<file path="src/rtl/frame_stream_out_pkg.sv">
// Shared types and constants for the frame streaming path.
// The frame-word width matches the 4x4 frame register bank that feeds this block.
package frame_stream_out_pkg;

    localparam int FRAME_DATA_W = 32;
    localparam int FRAME_DIM    = 4;
    localparam int FRAME_WORDS  = FRAME_DIM * FRAME_DIM;
    localparam int IDX_W        = $clog2(FRAME_WORDS);

    typedef enum logic [1:0] {
        ST_IDLE,
        ST_LOAD,
        ST_STREAM,
        ST_GAP
    } state_t;

    typedef logic [IDX_W-1:0] word_idx_t;

endpackage

</file>
<file path="src/rtl/frame_order_map.sv">
// Maps a stream position to a frame-word index: identity for row-major,
// row/column swap for column-major.
module frame_order_map
    import frame_stream_out_pkg::*;
#(
    parameter bit COL_MAJOR = 1'b0
) (
    input  logic [IDX_W-1:0] idx,
    output logic [IDX_W-1:0] word_idx
);

    localparam int HALF = $clog2(FRAME_DIM);

    generate
        if (COL_MAJOR) begin : g_col
            // idx = col_pos*DIM + row_pos, so the word index is row_pos*DIM + col_pos.
            assign word_idx = {idx[HALF-1:0], idx[IDX_W-1:HALF]};
        end else begin : g_row
            assign word_idx = idx;
        end
    endgenerate

endmodule

</file>
<file path="src/rtl/frame_stream_out.sv">
// Snapshots a 4x4 frame on request and streams it word by word over valid/ready,
// with SOF/EOF flags, a blanking gap between frames and a one-deep start queue.
module frame_stream_out
    import frame_stream_out_pkg::*;
#(
    parameter int DATA_W     = FRAME_DATA_W,
    parameter bit COL_MAJOR  = 1'b0,
    parameter int GAP_CYCLES = 4,
    parameter int CNT_W      = 16
) (
    input  logic              clk,
    input  logic              rst_n,
    input  logic [DATA_W-1:0] frame_0_in,
    input  logic [DATA_W-1:0] frame_1_in,
    input  logic [DATA_W-1:0] frame_2_in,
    input  logic [DATA_W-1:0] frame_3_in,
    input  logic [DATA_W-1:0] frame_4_in,
    input  logic [DATA_W-1:0] frame_5_in,
    input  logic [DATA_W-1:0] frame_6_in,
    input  logic [DATA_W-1:0] frame_7_in,
    input  logic [DATA_W-1:0] frame_8_in,
    input  logic [DATA_W-1:0] frame_9_in,
    input  logic [DATA_W-1:0] frame_10_in,
    input  logic [DATA_W-1:0] frame_11_in,
    input  logic [DATA_W-1:0] frame_12_in,
    input  logic [DATA_W-1:0] frame_13_in,
    input  logic [DATA_W-1:0] frame_14_in,
    input  logic [DATA_W-1:0] frame_15_in,
    input  logic              start,
    output logic [DATA_W-1:0] out_data,
    output logic              out_valid,
    input  logic              out_ready,
    output logic              out_sof,
    output logic              out_eof,
    output logic              busy,
    output logic [CNT_W-1:0]  frames_sent
);

    localparam int GAP_W = (GAP_CYCLES > 0) ? $clog2(GAP_CYCLES + 1) : 1;
    localparam logic [GAP_W-1:0] GAP_LOAD = GAP_W'(GAP_CYCLES);
    localparam word_idx_t LAST_IDX = word_idx_t'(FRAME_WORDS - 1);

    logic [DATA_W-1:0] frame_in [FRAME_WORDS];
    logic [DATA_W-1:0] snapshot [FRAME_WORDS];

    state_t            state, state_next;
    word_idx_t         idx, idx_next, map_idx;
    logic [GAP_W-1:0]  gap_cnt;
    logic              pending;
    logic              xfer, last_xfer;
    logic              valid_d, sof_d, eof_d;
    logic [DATA_W-1:0] data_d;

    assign frame_in[0]  = frame_0_in;
    assign frame_in[1]  = frame_1_in;
    assign frame_in[2]  = frame_2_in;
    assign frame_in[3]  = frame_3_in;
    assign frame_in[4]  = frame_4_in;
    assign frame_in[5]  = frame_5_in;
    assign frame_in[6]  = frame_6_in;
    assign frame_in[7]  = frame_7_in;
    assign frame_in[8]  = frame_8_in;
    assign frame_in[9]  = frame_9_in;
    assign frame_in[10] = frame_10_in;
    assign frame_in[11] = frame_11_in;
    assign frame_in[12] = frame_12_in;
    assign frame_in[13] = frame_13_in;
    assign frame_in[14] = frame_14_in;
    assign frame_in[15] = frame_15_in;

    // out_valid is only ever set while streaming, so it alone qualifies a transfer.
    assign xfer      = out_valid && out_ready;
    assign last_xfer = xfer && (idx == LAST_IDX);

    frame_order_map #(
        .COL_MAJOR (COL_MAJOR)
    ) u_map (
        .idx      (idx_next),
        .word_idx (map_idx)
    );

    // NOTE: sequential state uses non-blocking assignments so every flop samples
    // pre-edge values regardless of block evaluation order.
    always_ff @(posedge clk or negedge rst_n) begin
        if (!rst_n) state <= ST_IDLE;
        else        state <= state_next;
    end

    always_comb begin
        state_next = state;
        case (state)
            ST_IDLE:   if (start || pending) state_next = ST_LOAD;
            ST_LOAD:   state_next = ST_STREAM;
            ST_STREAM: if (last_xfer) state_next = (GAP_CYCLES > 0) ? ST_GAP : ST_IDLE;
            ST_GAP:    if (gap_cnt <= GAP_W'(1)) state_next = ST_IDLE;
            default:   state_next = ST_IDLE;
        endcase
    end

    always_comb begin
        idx_next = idx;
        if (state == ST_LOAD)        idx_next = '0;
        else if (xfer && !last_xfer) idx_next = idx + word_idx_t'(1);
    end

    // Next values of the registered stream outputs; they only move on LOAD or a transfer.
    always_comb begin
        // NOTE: every output starts from its held value, so no branch can infer a latch.
        valid_d = out_valid;
        sof_d   = out_sof;
        eof_d   = out_eof;
        data_d  = out_data;
        if (state == ST_LOAD) begin
            valid_d = 1'b1;
            sof_d   = 1'b1;
            eof_d   = 1'b0;
            data_d  = frame_in[map_idx];
        end else if (last_xfer) begin
            valid_d = 1'b0;
            sof_d   = 1'b0;
            eof_d   = 1'b0;
            data_d  = '0;
        end else if (xfer) begin
            sof_d   = 1'b0;
            eof_d   = (idx_next == LAST_IDX);
            data_d  = snapshot[map_idx];
        end
    end

    always_ff @(posedge clk or negedge rst_n) begin
        if (!rst_n) begin
            out_data    <= '0;
            out_valid   <= 1'b0;
            out_sof     <= 1'b0;
            out_eof     <= 1'b0;
            busy        <= 1'b0;
            frames_sent <= '0;
            idx         <= '0;
            gap_cnt     <= '0;
            pending     <= 1'b0;
        end else begin
            out_data  <= data_d;
            out_valid <= valid_d;
            out_sof   <= sof_d;
            out_eof   <= eof_d;
            busy      <= (state_next != ST_IDLE);
            idx       <= idx_next;
            if (last_xfer) frames_sent <= frames_sent + CNT_W'(1);
            if (last_xfer)             gap_cnt <= GAP_LOAD;
            else if (state == ST_GAP)  gap_cnt <= gap_cnt - GAP_W'(1);
            // Leaving IDLE consumes the queued request; a start in that same cycle re-queues.
            if (state == ST_IDLE) pending <= pending && start;
            else                  pending <= pending || start;
        end
    end

    // NOTE: the snapshot is plain storage, always written before being read, so it has no reset.
    always_ff @(posedge clk) begin
        if (state == ST_LOAD) snapshot <= frame_in;
    end

endmodule

</file>
<file path="config.mk">
export PLATFORM = sky130hd
export DESIGN_NAME = frame_stream_out
export DESIGN_NICKNAME = d
export VERILOG_FILES = /design/src/rtl/frame_stream_out_pkg.sv /design/src/rtl/frame_order_map.sv /design/src/rtl/frame_stream_out.sv
export SDC_FILE = /design/constraint.sdc
export NUM_CORES = 1
export LEC_CHECK = 0
export BUFFER_PORTS_ARGS = -buffer_cell sky130_fd_sc_hd__buf_2
export CORE_AREA = 3 3 232 234
export CTS_BUF_LIST = sky130_fd_sc_hd__clkbuf_4
export DETAILED_ROUTE_END_ITERATION = 8
export DIE_AREA = 0 0 235 237
export GPL_ROUTABILITY_DRIVEN = 1
export PLACE_DENSITY_LB_ADDON = 0.12
export SETUP_SLACK_MARGIN = 0.15
export SYNTH_ARGS = -nofsm -noshare
export SYNTH_HDL_FRONTEND = slang
export SYNTH_SLANG_ARGS = --single-unit
</file>
<file path="constraint.sdc">
create_clock -name clk -period 36.2 [get_ports clk]
set_input_delay 7.24 -clock clk [delete_from_list [all_inputs] [get_ports clk]]
set_output_delay 7.24 -clock clk [all_outputs]
set_load 0.03 [all_outputs]
</file>
==> qor.txt, run 1 <==
Crit share post-route: 0.271
Post-CTS Setup Bufs: 0
Clock skew: 0.0683 ns
Most frequent cells in the layout: 566 x buf_2, 512 x edfxtp_1, 252 x clkbuf_4
Most common cell after layout, fill and taps aside: buf_2
CP startpoint kind: input pin
Crit-path most repeated cell: buf_4
DRT iter0 DRCs: 1597
Critical-path cell list: buf_2 > nand3b_1 > o211a_2 > buf_4 > nor2_8 > buf_4 > mux2i_1 > a211o_1 > a21oi_1
Vias: 16.7k
Endpoints failing hold: 0
PwrDens: 80.7 nW/um^2
Status: completed
Starting Density: 0.445
Antenna violations before repair: 29
Reg2Reg Capture Point: out_data[12]
CP delay by family, top: buffers and inverters
Ys flop type: edfxtp_1
Drt first pass iters: 5
PnR worst setup slack: 26.39 ns
Global-route wire length before repair: 110000 um
Share of cells above drive strength 1: 0.393
Total chip power: 2.33 mW
Post-CTS sizing: 0
Synthesized cell area: 23200 um^2
Syn nets: 2005
Final Wtd Congestion: 0.861
Maximum clock frequency: 102 MHz
Core ar.: 52200 um^2
M1 wire length: 29900 um
Number of global-route vias before repair: 17.0k
Worst hold stages: 1
WL per Instance: 26.4 um
Critical Setup Path Class: in -> reg
Data arrival, critical path: 10.67 ns
Gr usage total: 0.273
Hpwl dp: 51300 um
Worst min-delay path class: reg -> reg
Largest net degree at the start of global routing: 147
Post-Route WL: 78000 um
Max Cap Viol: 0
Worst Path Required: 37.06 ns
Drt drc: 0
ANT nets after route: 0
CTS tree: done
Area growth from synthesis to layout: 24.0%
Register area share after synthesis: 0.729
Critical-path top delay cell: nor2_8
Netlist cell types: 58
PortBufs: 567
Worst-Margin Slew: 1.20 ns
Setup violators final: 0
Hold path start: frames_sent[15]
DIE HEIGHT: 237 um
Metal3 WL: 7190 um
Met2 WL: 38000 um
Uppermost routed layer: met5
Total Nets Final: 2638
Number of enable flip-flop cells after synthesis: 512
Mapped Cells: 1485
Max Transition Viols Final: 0
Root buf cell: clkbuf_4
Num rows: 84
LEAKAGE: 11.2 nW
Dpl cells: 2652
Die area: 55700 um^2
Vias per Instance: 5.67
Worst Reg-to-Reg Cells: 9
Worst path bufs/invs: 3
Reg clk slew, reported paths: 0.06 ns
CP endpoint kind: flip-flop
CP Max Fanout: 50
Top Ports: 568
Placement Setup Slack: 25.47 ns
Min Tclk post-route: 9.81 ns
VDD IR max: 0.0471 mV
Synth Register Bits: 574
Final std cells w/o fill: 2952
Flop-to-flop setup slack: 31.40 ns
Worst slew margin: 0.202
Synth Area per Inst: 15.6 um^2
Max incr delay on CP: 0.86 ns
R2r startpoint: idx[0]
Clk_lat worst skew: 0.99 ns
Synth Warn #: 0
RSZ-0062 raised after global routing: false
TritonCTS buffer count: 152
Hold Worst Slack: 0.468 ns
Die W: 235 um
Grt ovf: 0
Share of flip-flops with an asynchronous set or reset: 0.108
Filler Cells Inserted: 4404
Sum Neg Setup Slack: 0 ns
Clk buf depth: 3
Worst Hold Path EP: frames_sent[15]
H-tree Lvls: 4
Sink Count: 574
# hold bufs at CTS: 0
==> logic make-up after synthesis <==
kind of cell    after synthesis  share of synthesized area
compound gates              468                      0.143
xor+xnor                     17                    0.00641
fa+ha+maj                     4                    0.00215
buf+inv                     120                     0.0247
flops                       574                      0.729
mux                         129                     0.0562
simple gates                173                     0.0385
==> layer usage <==
layer  GRT usage  vias to the layer above
met5           0                        -
met1       0.338                     8255
met3      0.0804                      181
met2       0.441                      932
li1            -                     7348
met4       0.130                       18
==> state kept, by name, summed over array words and instances, names as in the netlist <==
register     count
busy             1
frames_sent     16
gap_cnt          3
idx              4
out_data        32
out_eof          1
out_sof          1
out_valid        1
pending          1
snapshot       512
state            2
==> cell usage after synthesis, drive strengths merged, types with 2 or more instances <==
cell type	instances	area (um^2)
nor3	5	25.0
nand3	15	75.1
mux2i	127	1270
o2111a	31	349
inv	10	37.5
clkbuf	77	292
edfxtp	512	15400
o32ai	31	272
a21o	32	240
dfrtp	62	1550
xnor2	11	96.3
nand4	4	25.0
and2	34	213
o21ai	102	510
or3	2	12.5
a211o	31	272
a31oi	31	194
nand2b	32	200
buf	33	244
a211oi	2	25.0
xor2	6	52.6
ha	4	50.1
nor2	17	80.1
nand2	56	210
o211ai	64	485
and3	3	18.8
o221ai	31	272
a21oi	67	335
a31o	2	17.5
o311ai	2	17.5
or2	2	12.5
a22oi	32	240
==> cell type report <==
cell class | count | area, um^2 | area share
clock inverters | 25 | 175 | 0.00608
clock buffers | 252 | 1890 | 0.0657
well taps | 688 | 861 | 0.0299
repair buffers | 589 | 3020 | 0.105
multi-input cells | 791 | 5820 | 0.202
flip-flops and latches | 574 | 16900 | 0.588
inverters | 10 | 45.0 | 0.00156
diodes | 23 | 57.6 | 0.00200
==> worst max-delay path by stage <==
stage | start | to | cells after the start
finish | out_ready | out_data[12] | 9
global placement | out_ready | out_data[3] | 9
detailed placement | out_ready | out_data[4] | 9
floorplan | state[1] | out_data[22] | 7
global route | out_ready | out_data[5] | 9
CTS | out_ready | out_data[4] | 9
==> metrics by stage <==
stage                     instance area (um^2)  utilization
after CTS                                28700        0.550
after floorplan                          23200            -
final                                    28800        0.551
after global placement                   26700        0.511
after detailed placement                 26700        0.511
after global routing                     28800        0.551
==> power breakdown <==
| group | internal (mW) | switching (mW) | leakage (nW) | total, mW |
|---|---|---|---|---|
| logic | 0.279 | 0.564 | 4.56 | 0.843 |
| clock network | 0.334 | 0.268 | 1.26 | 0.602 |
| registers | 0.828 | 0.0517 | 5.42 | 0.880 |
| total | 1.44 | 0.884 | 11.2 | 2.33 |
Power figures use the tool's default switching activity.
==> run 2: changes to the inputs <==
Clock period 36.2 ns to 8.46 ns, I/O delays scaled along.
==> qor.txt, run 2 (synthesis results as in run 1) <==
Status: completed
CP startpoint kind: flip-flop
Final std cells w/o fill: 2939
Reg clk slew, reported paths: 0.06 ns
R2r startpoint: state[1]
CTS tree: done
Worst Path Required: 9.35 ns
Max Transition Viols Final: 0
Die W: 235 um
Largest net degree at the start of global routing: 180
LEAKAGE: 11.2 nW
Num rows: 84
Core ar.: 52200 um^2
Starting Density: 0.445
Vias per Instance: 5.64
Share of cells above drive strength 1: 0.388
Comb pwr share: 0.362
CP Max Fanout: 172
Post-CTS sizing: 0
DRT iter0 DRCs: 1625
Data arrival, critical path: 5.35 ns
Critical path origin: state[1]
Top reg by flops: snapshot
Hpwl dp: 51500 um
RSZ-0062 raised after global routing: false
Sw Share: 0.381
Int Pwr: 6.12 mW
# hold bufs at CTS: 0
Antenna violations before repair: 28
Vias: 16.6k
Top Ports: 568
Die area: 55700 um^2
Global-route wire length before repair: 110000 um
Final Wtd Congestion: 0.866
Max reg flops: 512
Post-Route WL: 77300 um
Post-CTS Setup Bufs: 0
DIE HEIGHT: 237 um
Crit share post-route: 0.528
Grt ovf: 0
Most frequent cells in the layout: 566 x buf_2, 512 x edfxtp_1, 242 x clkbuf_4
P_sw: 3.76 mW
Critical Setup Path Class: reg -> reg
Hold Worst Slack: 0.494 ns
Most common cell after layout, fill and taps aside: buf_2
VDD IR max: 0.231 mV
PortBufs: 567
Sequential share of power: 0.382
Drt drc: 0
Clk buf depth: 3
Drt first pass iters: 5
Maximum clock frequency: 224 MHz
Clk_lat worst skew: 0.98 ns
Total Nets Final: 2640
CP endpoint kind: flip-flop
WL per Instance: 26.3 um
Dpl cells: 2650
Biggest regs: snapshot x512, out_data x32, frames_sent x16
Sum Neg Setup Slack: 0 ns
Worst min-delay path class: reg -> reg
Max Cap Viol: 0
Setup violators final: 0
PwrDens: 344 nW/um^2
Utilization after layout: 0.550
Sink Count: 574
Worst slew margin: 0.214
Gr usage total: 0.271
Min Tclk post-route: 4.46 ns
TritonCTS buffer count: 156
Filler Cells Inserted: 4424
Number of global-route vias before repair: 16.8k
Worst-Margin Slew: 1.18 ns
Area growth from synthesis to layout: 23.7%
Hold path start: frames_sent[10]
Root buf cell: clkbuf_4
Clock skew: 0.0552 ns
Clock network fraction of design power: 0.256
ANT nets after route: 0
Endpoints failing hold: 0
H-tree Lvls: 4
-- run 2: worst max-delay path, stage by stage, from the launching register on --
cell and delay [ns]:
dfrtp_1 0.43, nand2b_4 0.58, inv_8 0.95, buf_4 0.75, buf_12 0.62, a22oi_1 0.29
o21ai_0 0.15, o32ai_1 0.14, a21oi_1 0.14
-- run 2: through the flow --
stage	setup slack [ns]	power (mW)	area (um^2)
after floorplan	2.80	6.16	23200
after global placement	3.94	7.32	26700
after detailed placement	3.85	7.39	26700
after CTS	4.05	9.94	28700
after global routing	3.67	10.4	28700
final	4.00	9.88	28700
-- run 2: cell type report --
cell class / count / area [um^2] / area share
clock buffers: 242 / 1820 / 0.0632
diodes: 17 / 42.5 / 0.00148
inverters: 10 / 45.0 / 0.00157
clock inverters: 30 / 196 / 0.00684
well taps: 688 / 861 / 0.0300
multi-input cells: 791 / 5820 / 0.203
repair buffers: 587 / 3020 / 0.105
flip-flops and latches: 574 / 16900 / 0.589
-- run 2: path summary, 6_finish.rpt --
| kind | to | cells after the start | slack (ns) |
|---|---|---|---|
| min in group asynchronous | frames_sent[10] | 1 | 0.57 |
| setup / recovery | out_data[17] | 8 | 4.00 |
| setup reg to reg | out_data[17] | 8 | 4.00 |
| hold / removal | frames_sent[10] | 1 | 0.49 |
| max in group asynchronous | idx[0] | 2 | 6.68 |
| hold reg to reg | frames_sent[10] | 1 | 0.49 |
-- run 2: metal layers --
layer  vias to the layer above  GRT usage  part of all wire  wire, um
li1                       7344          -                 -         -
met1                      8161      0.344              0.39     30500
met2                       865      0.437              0.49     37600
met3                       173     0.0782             0.086      6640
met4                        22      0.117             0.032      2450
met5                         -          0            0.0019       144
-- run 2: power groups by stage --
stage / Combinational, mW / Clock, mW / Sequential, mW
2_1_floorplan: 2.27 / 0 / 3.90
3_3_place_gp: 3.50 / 0 / 3.82
3_5_place_dp: 3.56 / 0 / 3.83
4_1_cts: 3.57 / 2.60 / 3.77
5_1_grt: 3.81 / 2.76 / 3.80
6_report: 3.58 / 2.53 / 3.77
==> run 3: changes to the inputs <==
Clock period 8.46 ns to 3.8 ns, I/O delays scaled along.
==> qor.txt, run 3 (synthesis results as in run 1) <==
Status: completed
Largest net degree at the start of global routing: 180
Share of cells above drive strength 1: 0.322
Worst path bufs/invs: 1
Critical-path cell list: ha_1 > and3_1 > o21ai_0 > a21o_4 > buf_4 > o211ai_1 > o32ai_1 > a21oi_1
Root buf cell: clkbuf_4
Number of global-route vias before repair: 20.4k
CP startpoint kind: flip-flop
ANT nets after route: 0
TritonCTS buffer count: 156
Post-layout instance area: 34200 um^2
Max Transition Viols Final: 0
Clk_lat worst skew: 1.03 ns
Die area: 55700 um^2
Final Wtd Congestion: 0.886
Biggest regs: snapshot x512, out_data x32, frames_sent x16
Max reg flops: 512
Flop-to-flop setup slack: 0.62 ns
Top Ports: 568
Data arrival, critical path: 4.05 ns
Total Nets Final: 3173
Placement Setup Slack: 0.638 ns
WL per Instance: 24.1 um
Hold path start: out_ready
Drt first pass iters: 6
CP delay by family, top: compound AO/OA/AOI/OAI gates
Worst slew margin: 0.290
Num rows: 84
Area growth from synthesis to layout: 47.3%
Area after DPL: 26900 um^2
CP endpoint kind: flip-flop
Clock skew: 0.0477 ns
Most frequent cells in the layout: 566 x buf_2, 514 x dlygate4sd3_1, 512 x edfxtp_1
Worst min-delay path class: in -> reg
Maximum clock frequency: 315 MHz
Vias per Instance: 5.42
R2r startpoint: idx[1]
Crit share post-route: 0.836
H-tree Lvls: 4
DRT iter0 DRCs: 1654
Grt ovf: 0
Endpoints failing hold: 0
Sum Neg Setup Slack: 0 ns
RSZ-0062 raised after global routing: false
Worst Hold Path EP: out_sof
CTS tree: done
VDD IR max: 0.552 mV
Setup violators final: 0
DIE HEIGHT: 237 um
Drt drc: 0
Global-route wire length before repair: 124000 um
Antenna violations before repair: 9
Gr usage total: 0.298
Critical-path top delay cell: a21o_4
Worst Path Required: 4.67 ns
Clk buf depth: 3
PortBufs: 567
Post-CTS Setup Bufs: 0
LEAKAGE: 13.5 nW
Worst-Margin Slew: 1.07 ns
Critical Setup Path Class: reg -> reg
Top reg by flops: snapshot
Vias: 18.9k
Max incr delay on CP: 0.57 ns
CP Max Fanout: 45
Post-Route WL: 83900 um
Starting Density: 0.445
Worst hold stages: 4
Min Tclk post-route: 3.18 ns
Max Cap Viol: 0
Reg2Reg Capture Point: out_data[16]
Sink Count: 574
Hpwl dp: 52200 um
Reg clk slew, reported paths: 0.07 ns
Worst Reg-to-Reg Cells: 8
PnR worst setup slack: 0.623 ns
Most common cell after layout, fill and taps aside: buf_2
Die W: 235 um
Core ar.: 52200 um^2
PwrDens: 673 nW/um^2
run 3: cell type report:
class / instances / area [um^2]
multi-input cells: 791 / 5820
clock inverters: 40 / 339
flip-flops and latches: 574 / 16900
repair buffers: 1120 / 8350
well taps: 688 / 861
inverters: 10 / 45.0
diodes: 18 / 45.0
clock buffers: 241 / 1810
fillers: 3780 / 18000
run 3: repair_timing:
action,4_1_cts,5_1_grt
hold buffers,514,0
gates resized for setup,0,0
hold endpoints to repair,576,0
endpoints found under the setup margin,0,0
run 3: worst reg2reg max path, delay by kind of cell, from the launching register on:
family | cells | cell delay [ns]
compound gates | 5 | 1.55
fa+ha+maj | 1 | 0.31
buf+inv | 1 | 0.39
flops | 1 | 0.47
simple gates | 1 | 0.34
run 3: per-layer routing:
| layer | up-vias | global-route usage | routed length [um] |
|---|---|---|---|
| met3 | 182 | 0.0733 | 6430 |
| met5 | - | 0 | 0 |
| li1 | 8409 | - | - |
| met4 | 0 | 0.125 | 2570 |
| met1 | 9280 | 0.358 | 32100 |
| met2 | 1016 | 0.515 | 42800 |
run 3: stage by stage:
step | util | instances | power (mW) | hold WS, ns
final | 0.655 | 3482 | 23.0 | 0.259
after floorplan | - | 1485 | 13.6 | 0.464
after global routing | 0.654 | 3476 | 24.2 | 0.240
after CTS | 0.654 | 3464 | 23.1 | 0.181
after global placement | 0.514 | 2669 | 16.5 | 0.460
after detailed placement | 0.514 | 2669 | 16.7 | 0.466
run 3: worst max path at each step:
stage / slack, ns / cells past startpoint / start / end
finish: 0.62 / 8 / idx[1] / out_data[16]
CTS: 0.62 / 8 / idx[1] / out_data[16]
floorplan: 0.85 / 7 / state[1] / out_data[22]
detailed placement: 0.64 / 8 / idx[1] / out_data[14]
global route: 0.39 / 8 / idx[1] / out_data[14]
global placement: 0.72 / 8 / idx[1] / out_data[13]
run 3: power breakdown:
part	internal, mW	switching [mW]
logic	3.19	5.61
registers	7.89	0.368
clock network	3.30	2.66
